$ cat config.mk
export PLATFORM = sky130hd
export DESIGN_NAME = dcache_axi_bridge
export DESIGN_NICKNAME = d
export VERILOG_FILES = /design/src/rtl/defines_cache.sv /design/src/rtl/dcache_axi_line_buf.sv /design/src/rtl/dcache_axi_bridge.sv
export SDC_FILE = /design/constraint.sdc
export NUM_CORES = 2
export LEC_CHECK = 0
export BUFFER_PORTS_ARGS = -buffer_cell sky130_fd_sc_hd__buf_2
export CAP_MARGIN = 20
export CORE_AREA = 2 2 310 312
export CTS_CLUSTER_SIZE = 40
export DETAILED_ROUTE_END_ITERATION = 16
export DIE_AREA = 0 0 312 314
export GPL_TIMING_DRIVEN = 1
export SYNTH_ARGS = -nofsm -noshare
export SYNTH_HDL_FRONTEND = slang
export SYNTH_SLANG_ARGS = --single-unit
$ cat constraint.sdc
create_clock -name clk -period 6.41 [get_ports clk]
set_input_delay 0 -clock clk [delete_from_list [all_inputs] [get_ports clk]]
set_output_delay 0 -clock clk [all_outputs]
set_load 0.01 [all_outputs]
$ cat src/rtl/defines_cache.sv
// Shared definitions for the dcache miss/uncached AXI bridge: FSM and request
// encodings, AXI size/burst/response constants, cache line geometry.
package defines_cache;

  localparam int CACHE_LINE_WORDS = 8;
  localparam int CACHE_LINE_W     = 256;

  localparam logic [1:0] BURST_INCR = 2'b01;
  localparam logic [2:0] SIZE_4B    = 3'd2;
  localparam logic [1:0] RESP_OKAY  = 2'b00;

  typedef enum logic [2:0] {
    ST_IDLE = 3'd0,
    ST_AR   = 3'd1,
    ST_R    = 3'd2,
    ST_AW   = 3'd3,
    ST_W    = 3'd4,
    ST_B    = 3'd5,
    ST_DONE = 3'd6
  } state_e;

  typedef enum logic [1:0] {
    K_UC_RD   = 2'd0,
    K_UC_WR   = 2'd1,
    K_LINE_RD = 2'd2,
    K_LINE_WR = 2'd3
  } kind_e;

  function automatic logic resp_err(input logic [1:0] resp);
    return (resp != RESP_OKAY);
  endfunction

endpackage

$ cat src/rtl/dcache_axi_line_buf.sv
// Cache-line register with a saturating beat index, word write port and a
// word read mux; used both to assemble refills and to serve line-write beats.
module dcache_axi_line_buf #(
  parameter int WORDS = 8,
  parameter int IDX_W = $clog2(WORDS)
) (
  input  logic                  clk,
  input  logic                  rst,
  input  logic                  load,
  input  logic [WORDS*32-1:0]   load_line,
  input  logic                  clr,
  input  logic                  wr,
  input  logic [31:0]           wr_word,
  input  logic                  adv,
  input  logic [IDX_W-1:0]      rd_sel,
  output logic [WORDS*32-1:0]   line,
  output logic [31:0]           rd_word,
  output logic [IDX_W-1:0]      idx
);

  localparam logic [IDX_W-1:0] LAST_IDX = IDX_W'(WORDS - 1);

  // Line storage and beat index; clr only rewinds the index so old data holds.
  always_ff @(posedge clk) begin
    if (rst) begin
      line <= '0;
      idx  <= '0;
    end else if (load) begin
      line <= load_line;
      idx  <= '0;
    end else if (clr) begin
      idx <= '0;
    end else if (wr) begin
      line[{idx, 5'b00000} +: 32] <= wr_word;
      if (idx != LAST_IDX) idx <= idx + IDX_W'(1);
    end else if (adv) begin
      if (idx != LAST_IDX) idx <= idx + IDX_W'(1);
    end
  end

  assign rd_word = line[{rd_sel, 5'b00000} +: 32];

endmodule

$ cat src/rtl/dcache_axi_bridge.sv
// AXI4 master for dcache stage-2 misses: line refill, uncached read/write and
// line write, one transaction at a time, with completion pulses and read data.
module dcache_axi_bridge
  import defines_cache::*;
#(
  parameter logic [3:0] AXI_ID     = 4'd1,
  parameter int         LINE_WORDS = 8,
  parameter int         ADDR_W     = 32
) (
  input  logic                     clk,
  input  logic                     rst,
  input  logic                     line_rreq_i,
  input  logic                     line_wreq_i,
  input  logic                     uc_rreq_i,
  input  logic                     uc_wreq_i,
  input  logic [ADDR_W-1:0]        addr_i,
  input  logic [3:0]               wen_i,
  input  logic [31:0]              uc_wdata_i,
  input  logic [LINE_WORDS*32-1:0] line_wdata_i,
  output logic                     line_rend_o,
  output logic                     uc_rend_o,
  output logic                     wend_o,
  output logic [LINE_WORDS*32-1:0] line_rdata_o,
  output logic [31:0]              uc_rdata_o,
  output logic                     bus_err_o,
  output logic                     busy_o,
  output logic [3:0]               arid,
  output logic [ADDR_W-1:0]        araddr,
  output logic [7:0]               arlen,
  output logic [2:0]               arsize,
  output logic [1:0]               arburst,
  output logic                     arvalid,
  input  logic                     arready,
  input  logic [3:0]               rid,
  input  logic [31:0]              rdata,
  input  logic [1:0]               rresp,
  input  logic                     rlast,
  input  logic                     rvalid,
  output logic                     rready,
  output logic [3:0]               awid,
  output logic [ADDR_W-1:0]        awaddr,
  output logic [7:0]               awlen,
  output logic [2:0]               awsize,
  output logic [1:0]               awburst,
  output logic                     awvalid,
  input  logic                     awready,
  output logic [31:0]              wdata,
  output logic [3:0]               wstrb,
  output logic                     wlast,
  output logic                     wvalid,
  input  logic                     wready,
  input  logic [1:0]               bresp,
  input  logic                     bvalid,
  output logic                     bready
);

  localparam int               IDX_W    = $clog2(LINE_WORDS);
  localparam logic [7:0]       LINE_LEN = 8'(LINE_WORDS - 1);
  localparam logic [IDX_W-1:0] LAST_IDX = IDX_W'(LINE_WORDS - 1);

  state_e      state_r;
  kind_e       kind_r;
  kind_e       req_kind_s;
  logic        req_any_s;
  logic [3:0]  wen_r;
  logic [31:0] uc_wdata_r;
  logic        err_r;

  logic             r_clr_s, r_wr_s, w_load_s, w_adv_s;
  logic [IDX_W-1:0] r_idx_s, w_idx_s, w_sel_s;
  logic [31:0]      r_word_s, w_word_s;
  logic [LINE_WORDS*32-1:0] w_line_s;
  logic             unused_s;

  assign arid     = AXI_ID;
  assign awid     = AXI_ID;
  assign arsize   = SIZE_4B;
  assign awsize   = SIZE_4B;
  assign arburst  = BURST_INCR;
  assign awburst  = BURST_INCR;
  assign unused_s = ^{rid, r_idx_s, r_word_s, w_line_s};

  // Fixed-priority request pick: uc read > uc write > line refill > line write.
  always_comb begin
    req_any_s  = uc_rreq_i | uc_wreq_i | line_rreq_i | line_wreq_i;
    req_kind_s = K_UC_RD;
    if (uc_rreq_i)        req_kind_s = K_UC_RD;
    else if (uc_wreq_i)   req_kind_s = K_UC_WR;
    else if (line_rreq_i) req_kind_s = K_LINE_RD;
    else                  req_kind_s = K_LINE_WR;
  end

  // Line buffer strobes and next-beat select for line writes.
  always_comb begin
    r_clr_s  = (state_r == ST_IDLE) && req_any_s && (req_kind_s == K_LINE_RD);
    w_load_s = (state_r == ST_IDLE) && req_any_s && (req_kind_s == K_LINE_WR);
    r_wr_s   = (state_r == ST_R) && rvalid && (kind_r == K_LINE_RD);
    w_adv_s  = (state_r == ST_W) && wvalid && wready && !wlast && (kind_r == K_LINE_WR);
    if (state_r == ST_W) w_sel_s = w_idx_s + IDX_W'(1);
    else                 w_sel_s = '0;
  end

  dcache_axi_line_buf #(.WORDS(LINE_WORDS)) u_rbuf (
    .clk(clk), .rst(rst),
    .load(1'b0), .load_line('0),
    .clr(r_clr_s), .wr(r_wr_s), .wr_word(rdata), .adv(1'b0),
    .rd_sel('0), .line(line_rdata_o), .rd_word(r_word_s), .idx(r_idx_s)
  );

  dcache_axi_line_buf #(.WORDS(LINE_WORDS)) u_wbuf (
    .clk(clk), .rst(rst),
    .load(w_load_s), .load_line(line_wdata_i),
    .clr(1'b0), .wr(1'b0), .wr_word(32'h0000_0000), .adv(w_adv_s),
    .rd_sel(w_sel_s), .line(w_line_s), .rd_word(w_word_s), .idx(w_idx_s)
  );

  // Transaction FSM; all AXI handshake outputs and end pulses are registered.
  always_ff @(posedge clk) begin
    if (rst) begin
      state_r     <= ST_IDLE;
      kind_r      <= K_UC_RD;
      wen_r       <= 4'h0;
      uc_wdata_r  <= 32'h0000_0000;
      err_r       <= 1'b0;
      busy_o      <= 1'b0;
      line_rend_o <= 1'b0;
      uc_rend_o   <= 1'b0;
      wend_o      <= 1'b0;
      bus_err_o   <= 1'b0;
      uc_rdata_o  <= 32'h0000_0000;
      araddr      <= '0;
      arlen       <= 8'h00;
      arvalid     <= 1'b0;
      rready      <= 1'b0;
      awaddr      <= '0;
      awlen       <= 8'h00;
      awvalid     <= 1'b0;
      wdata       <= 32'h0000_0000;
      wstrb       <= 4'h0;
      wlast       <= 1'b0;
      wvalid      <= 1'b0;
      bready      <= 1'b0;
    end else begin
      line_rend_o <= 1'b0;
      uc_rend_o   <= 1'b0;
      wend_o      <= 1'b0;
      bus_err_o   <= 1'b0;
      case (state_r)
        ST_IDLE: begin
          if (req_any_s) begin
            kind_r     <= req_kind_s;
            wen_r      <= wen_i;
            uc_wdata_r <= uc_wdata_i;
            err_r      <= 1'b0;
            busy_o     <= 1'b1;
            if (req_kind_s == K_UC_RD || req_kind_s == K_LINE_RD) begin
              state_r <= ST_AR;
              arvalid <= 1'b1;
              araddr  <= addr_i;
              arlen   <= (req_kind_s == K_LINE_RD) ? LINE_LEN : 8'h00;
            end else begin
              state_r <= ST_AW;
              awvalid <= 1'b1;
              awaddr  <= addr_i;
              awlen   <= (req_kind_s == K_LINE_WR) ? LINE_LEN : 8'h00;
            end
          end
        end
        ST_AR: begin
          if (arready) begin
            arvalid <= 1'b0;
            rready  <= 1'b1;
            state_r <= ST_R;
          end
        end
        ST_R: begin
          if (rvalid) begin
            if (kind_r == K_UC_RD) uc_rdata_o <= rdata;
            if (rlast) begin
              rready      <= 1'b0;
              line_rend_o <= (kind_r == K_LINE_RD);
              uc_rend_o   <= (kind_r == K_UC_RD);
              bus_err_o   <= err_r | resp_err(rresp);
              state_r     <= ST_DONE;
            end else begin
              err_r <= err_r | resp_err(rresp);
            end
          end
        end
        ST_AW: begin
          if (awready) begin
            awvalid <= 1'b0;
            wvalid  <= 1'b1;
            state_r <= ST_W;
            if (kind_r == K_LINE_WR) begin
              wdata <= w_word_s;
              wstrb <= 4'hF;
              wlast <= (LAST_IDX == '0);
            end else begin
              wdata <= uc_wdata_r;
              wstrb <= wen_r;
              wlast <= 1'b1;
            end
          end
        end
        ST_W: begin
          if (wready) begin
            if (wlast) begin
              wvalid  <= 1'b0;
              wlast   <= 1'b0;
              bready  <= 1'b1;
              state_r <= ST_B;
            end else begin
              wdata <= w_word_s;
              wlast <= (w_sel_s == LAST_IDX);
            end
          end
        end
        ST_B: begin
          if (bvalid) begin
            bready    <= 1'b0;
            wend_o    <= 1'b1;
            bus_err_o <= err_r | resp_err(bresp);
            state_r   <= ST_DONE;
          end
        end
        ST_DONE: begin
          busy_o  <= 1'b0;
          state_r <= ST_IDLE;
        end
        default: begin
          busy_o  <= 1'b0;
          arvalid <= 1'b0;
          rready  <= 1'b0;
          awvalid <= 1'b0;
          wvalid  <= 1'b0;
          bready  <= 1'b0;
          state_r <= ST_IDLE;
        end
      endcase
    end
  end

endmodule

; Yosys cells after proc, flatten, opt, wreduce, memory -nomap -nowiden
; Index checks and enable logic that the tools add are counted.
[totals]
out_inout_bits = 433
regBits = 719
elab_cells = 180
[classes]
reduce_logical = 46
eq_ne = 25
add_sub_neg = 3
bitwise = 17
n_shift = 3
n_mux = 59
[op_table]
columns = operator, n
row1 = bitwise mux 256 bit, 1
row2 = variable shift 32 x 10 -> 256 bit (first input constant), 1
row3 = variable part select 256 x 9 -> 32 bit, 1
row4 = variable part select 32 x 10 -> 256 bit, 1
row5 = two-way mux 32 bit, 4
row6 = case mux 32 bit (2 select lines), 1
row7 = two-way mux 3 bit, 11
row8 = OR reduction 5 bit, 6
row9 = two-way mux 1 bit, 28
row10 = AND reduction 4 bit, 7
row11 = != test 2 bit (second input constant), 11
row12 = case mux 3 bit (6 select lines), 1
row13 = case mux 1 bit (3 select lines), 5
row14 = == test 3 bit (second input constant), 4
row15 = NOT 1 bit, 12
row16 = AND reduction 2 bit, 6
row17 = AND reduction 3 bit, 4
row18 = negation 8 -> 10 bit, 1
row19 = logical AND 1 bit, 9
row20 = == test 2 bit (second input constant), 4
row21 = case mux 1 bit (2 select lines), 4
row22 = AND reduction 8 bit, 1
row23 = nonzero test 2 bit, 4
row24 = adder 3 x 1 -> 3 bit (second input constant), 2
row25 = 13 further kinds, 24

; Longest topological paths before layout
[logic_depth]
word_depth = 8
mapped_depth = 10

; Hierarchy
; A second synthesis with hierarchy kept.
[hier_totals]
cells_unflattened = 3674
hier_area_um2 = 34586.9
[by_module_without_submodules]
columns = mod, area_per_inst_um2, seq_area_each_um2, cells_each, n_inst
row1 = dcache_axi_line_buf (u_rbuf), 13634.3, 5185.0, 1383, 1
row2 = dcache_axi_line_buf (u_wbuf), 13497.9, 5185.0, 1382, 1
row3 = dcache_axi_bridge, 7454.6, 3743.6, 909, 1

; Worst setup path after synthesis
; Ideal clock, no wire load.
[synth_path]
kind = register to register
start = register u_rbuf.idx[0]
end = register u_rbuf.line[10]
required_ps = 6278
arrival_time_ps = 2426
setup_time_ps = 132
path_slack_ps = 3852
stages_incl_launch_ff = 10
synth_period_minus_slack_ps = 2558
path_cell_list = dfxtp_1 -> inv_1 -> ha_1 -> ha_1 -> or4b_1 -> or4_1 -> clkbuf_1 -> buf_2 -> nand2_1 -> a21oi_1
[synth_between]
elab_chain_cells = 3
[synth_rtl]
columns = item, line_no
row1 = start: declaration, dcache_axi_line_buf.sv:18  ; output logic [IDX_W-1:0] idx
row2 = start signal: assignment, dcache_axi_line_buf.sv:35  ; if (idx != LAST_IDX) idx <= idx + IDX_W'(1);
row3 = start signal: assignment, dcache_axi_line_buf.sv:37  ; if (idx != LAST_IDX) idx <= idx + IDX_W'(1);
row4 = negation 8 -> 10 bit *, dcache_axi_line_buf.sv:34  ; line[{idx, 5'b00000} +: 32] <= wr_word;
row5 = variable part select 32 x 10 -> 256 bit or variable shift 32 x 10 -> 256 bit (tied branches), dcache_axi_line_buf.sv:34
row6 = bitwise mux 256 bit *, dcache_axi_line_buf.sv:34
row7 = end signal: assignment, dcache_axi_line_buf.sv:29  ; line <= load_line;
row8 = end signal: indexed assignment, dcache_axi_line_buf.sv:34
row9 = end: declaration, dcache_axi_line_buf.sv:16  ; output logic [WORDS*32-1:0] line,
; Mark *: on every way between the ends. The rest lies on a longest branch, timed or not.
; A chain may end at the register's enable or synchronous reset.

; Worst setup path in the final report
[layout_path]
start = register state_r[0]
end = register u_wbuf.line[137]
[layout_between]
elab_chain_cells = 3
[layout_rtl]
columns = item, line_no
row1 = start: declaration, dcache_axi_bridge.sv:61  ; state_e state_r;
row2 = start signal: assignment, dcache_axi_bridge.sv:120  ; state_r <= ST_IDLE;
row3 = start signal: assignment, dcache_axi_bridge.sv:157  ; state_r <= ST_AR;
row4 = start signal: assignment, dcache_axi_bridge.sv:162  ; state_r <= ST_AW;
row5 = zero test 3 bit, dcache_axi_bridge.sv:96  ; w_load_s = (state_r == ST_IDLE) && req_any_s && (req_kind_s == K_LINE_WR);
row6 = logical AND 1 bit (2 in series), dcache_axi_bridge.sv:96
row7 = end signal: assignment, dcache_axi_line_buf.sv:29
row8 = end signal: indexed assignment, dcache_axi_line_buf.sv:34
row9 = end: declaration, dcache_axi_line_buf.sv:16
; Every way passes these cells.

==> summary.md <==
Clock tree synthesis found a total of 705 sinks. The relative area change from synthesis to final layout works out to 40.3%. The first routing iteration left 2,633 violations. The post-synthesis async set-or-reset flop share is 0. Combinational share of power: 0.194.

Synthesis inferred 705 register bits. Max-cap violation count: 0. The run gives 67.2 ps as the worst hold slack across all endpoints.

Most common library cell in the layout ignoring fill and taps: nand2_1. The worst-case clock buffer depth was 3; the met1 usage was 0.265. The tools report the worst setup slack for register-to-register paths as 2350 ps.

The share of post-route cells with drive strength above 1 came out at 0.220. The tools report the sequential power share as 0.411. Based on the critical path, the design can be clocked at up to 0.246 GHz. The synthesized netlist occupies a cell area of 27,500 µm².

Startpoint type of the worst setup path: a flip-flop. Setup repair after global routing left no endpoint under its margin. The number of global-route vias before repair was 27,300. In this run the static leakage power is 15.0 nW.

For the final routed database, the setup TNS stands at 0 ps. The Yosys step of the flow raised 0 warnings. The min-delay analysis places its worst path in the category in2reg. Once layout is complete, the cells apart from fillers number 5,772.

The highest fanout seen on the critical path came out at 218. In this run the power density over the cells is 307 nW/µm². In the layout the commonest cells are nand2_1 (1,117), buf_2 (775), dfxtp_1 (705), a21oi_1 (687), dlygate4sd3_1 (392). Summed over all layers, the global routing overflow is 0. The net count of the finished layout was 4,827; the number of standard cells after synthesis was 3,478. At the pin with the least slew margin, the transition time is 1150 ps.

For this block, the routed nets add up to 117,000 µm of wire. The number of enable flip-flop cells after synthesis was 0. The number of top-level pins was 809.

The tools report the endpoint required time on the critical path as 6940 ps. The post-detailed-route count of antenna-violating nets was 0. The run gives 3.65 mW as the switching power of the nets. The met3 demand-to-capacity share in global routing is 0.0518. For this run, the leading register cell type out of synthesis is dfxtp_1. The master cell of the clock root buffer was clkbuf_16. Dividing the detail-routed via count by the number of cells gives 4.97. The clock slew at the register clock pins of the worst setup and hold paths was 60 ps; the placeable core region was 94,400 µm². The HPWL after detailed placement is 78,900 µm, and the final period utilization is 0.633. Clock latency reported for the late side of the worst-skew pair: 650 ps. VDD sags by at most 0.243 mV. The tools report the sequential cell area fraction in the yosys report as 0.513. The worst register-to-register path has a depth of 7.

Counting tap cells, the placed design contains a total of 5,232 instances. The total track usage is 0.227. TritonCTS built the clock tree. Entering global routing, the biggest net connects 219 pins.

For the core occupancy in the finished layout, the log shows 0.409. The number of unique standard cell types used by synthesis is 64. The worst slew margin relative to its limit was 0.236; the chip width was 312 µm.

The floorplan die height works out to 314 µm. The net switching share of the total power works out to 0.308. Internal power comes to 8.21 mW.

Met2 track demand over resource in global routing: 0.399. The average instance in the mapped netlist occupies 7.91 µm². The register area is 14,100 µm², and the total via count in the routed design is 28,700. The flow ran to the end, and the final reports show no timing, DRC or antenna violations. The layout has 9,621 filler cells. Row generation in the floorplan step produced 113 rows. In the routed design, unresolved DRC markers number 0. The fraction of power consumed by the clock network was 0.395.

Buffers placed on the I/O ports in this run total 776. The global-route wire length before repair is 171,000 µm. Number of hold violations in the final report: 0.

After detailed routing, the average wire length per cell comes to 20.3 µm. The congestion estimate from routability-driven global placement came to 0.854. Counting I/O delays and the setup requirement, the final critical path takes 4060 ps. The most heavily used metal layer in global routing is met2.

For the initial core utilization, the log shows 0.291. The worst setup path category was reg2reg. The worst hold path passes through 4 cells. STA classifies the critical path endpoint as a flip-flop.

The multi-input combinational cells in the finished layout cover a total of 11,900 µm². The number of antenna violations at the first check in global routing was 12; the number of max-slew violations in the final report was 0. Across the routed clock network, the largest skew measured is 22.2 ps. The logs give 4590 ps for the critical path arrival and 6 for the detailed-router iteration count before antenna repair. The H-tree was split into 3 levels. The floorplan step defined a die boundary enclosing 98,000 µm². Number of failing setup endpoints in the final timing report: 0. The number of clock buffers inserted by TritonCTS is 79.
==> flip-flops by register name, indices dropped and copies added, names as in the netlist, 2 cells and up <==
register     cells
u_wbuf.line    256
wen_r            4
state_r          3
u_rbuf.line    256
wdata           32
uc_wdata_r      32
u_rbuf.idx       3
awaddr          32
wstrb            4
uc_rdata_o      32
kind_r           2
araddr          32
u_wbuf.idx       3
==> stage by stage <==
stage	cell area (µm²)	total power, mW	setup WS (ps)
after floorplan	27600	6.13	3850
final	38600	11.9	2350
after CTS	38600	12.0	2560
after global placement	32000	7.05	2890
after global routing	38600	12.3	2200
after detailed placement	32000	7.08	2850
==> worst paths after layout <==
path / from / end
hold reg to reg: u_rbuf.line[219] / u_rbuf.line[219]
hold / removal: rresp[1] / bus_err_o
setup reg to reg: state_r[0] / u_wbuf.line[137]
setup / recovery: state_r[0] / u_wbuf.line[137]
==> synthesized netlist by cell type (all sizes together), types with 11 or more instances <==
| master | number | area (µm²) |
|---|---|---|
| and2 | 11 | 68.8 |
| dfxtp | 705 | 14100 |
| nand3 | 194 | 971 |
| nand2 | 1118 | 4200 |
| a21oi | 688 | 3440 |
| buf | 129 | 780 |
| nor2 | 35 | 131 |
| a32o | 31 | 310 |
| nor3 | 13 | 76.3 |
| a2bb2oi | 32 | 280 |
| o21a | 33 | 248 |
| o211ai | 31 | 233 |
| clkbuf | 234 | 878 |
| mux2i | 37 | 370 |
| o221ai | 31 | 272 |
| o22ai | 33 | 213 |
| o21ai | 38 | 194 |
==> per-layer routing <==
metal / share of wire / wire [µm] / vias up
met5: 0.00056 / 66 / -
li1: - / - / 13600
met3: 0.071 / 8380 / 262
met1: 0.39 / 45800 / 13600
met2: 0.50 / 58100 / 1249
met4: 0.042 / 4970 / 10
==> timing repair <==
item,in CTS,in global routing
gates resized for setup,0,0
endpoints found under the hold margin,668,0
hold buffers,392,0
buffers inserted,0,0
==> layout make-up <==
cell class | count | share of cell area
antenna | 6 | 0.000389
inverter | 10 | 0.000973
clock buffer | 116 | 0.0616
multi-input combinational | 2426 | 0.308
timing repair buffer | 1219 | 0.214
clock inverter | 25 | 0.00762
tap | 1265 | 0.0410
sequential | 705 | 0.366
==> logic make-up (layout without fill, tap and decap cells) <==
kind of cell | Yosys count | count (layout) | synth area share
other | 2 | 34 | 0.000273
adders and majority gates | 10 | 10 | 0.00455
and+or+nand+nor | 1407 | 1407 | 0.210
AOI/OAI and AO/OA | 940 | 940 | 0.196
muxes | 39 | 39 | 0.0143
DFF | 705 | 705 | 0.513
buffers and inverters | 373 | 1370 | 0.0616
xor gates and xnor gates | 2 | 2 | 0.000637
==> power by group through the flow <==
stage	registers, mW	clock network [mW]	logic, mW
CTS	4.87	4.78	2.32
global route	4.90	4.94	2.49
finish	4.87	4.69	2.30
floorplan	4.96	0	1.18
detailed placement	4.96	0	2.11
global placement	4.95	0	2.10
==> worst max-delay path, stage by stage, from the launching register on <==
cell	delay, ps
dfxtp_1	540
or3_4	530
nor3_4	290
nand3b_1	740
buf_12	560
nand2_1	310
a21oi_1	120
dlygate4sd3_1	590
Power figures use the tool's default switching activity.
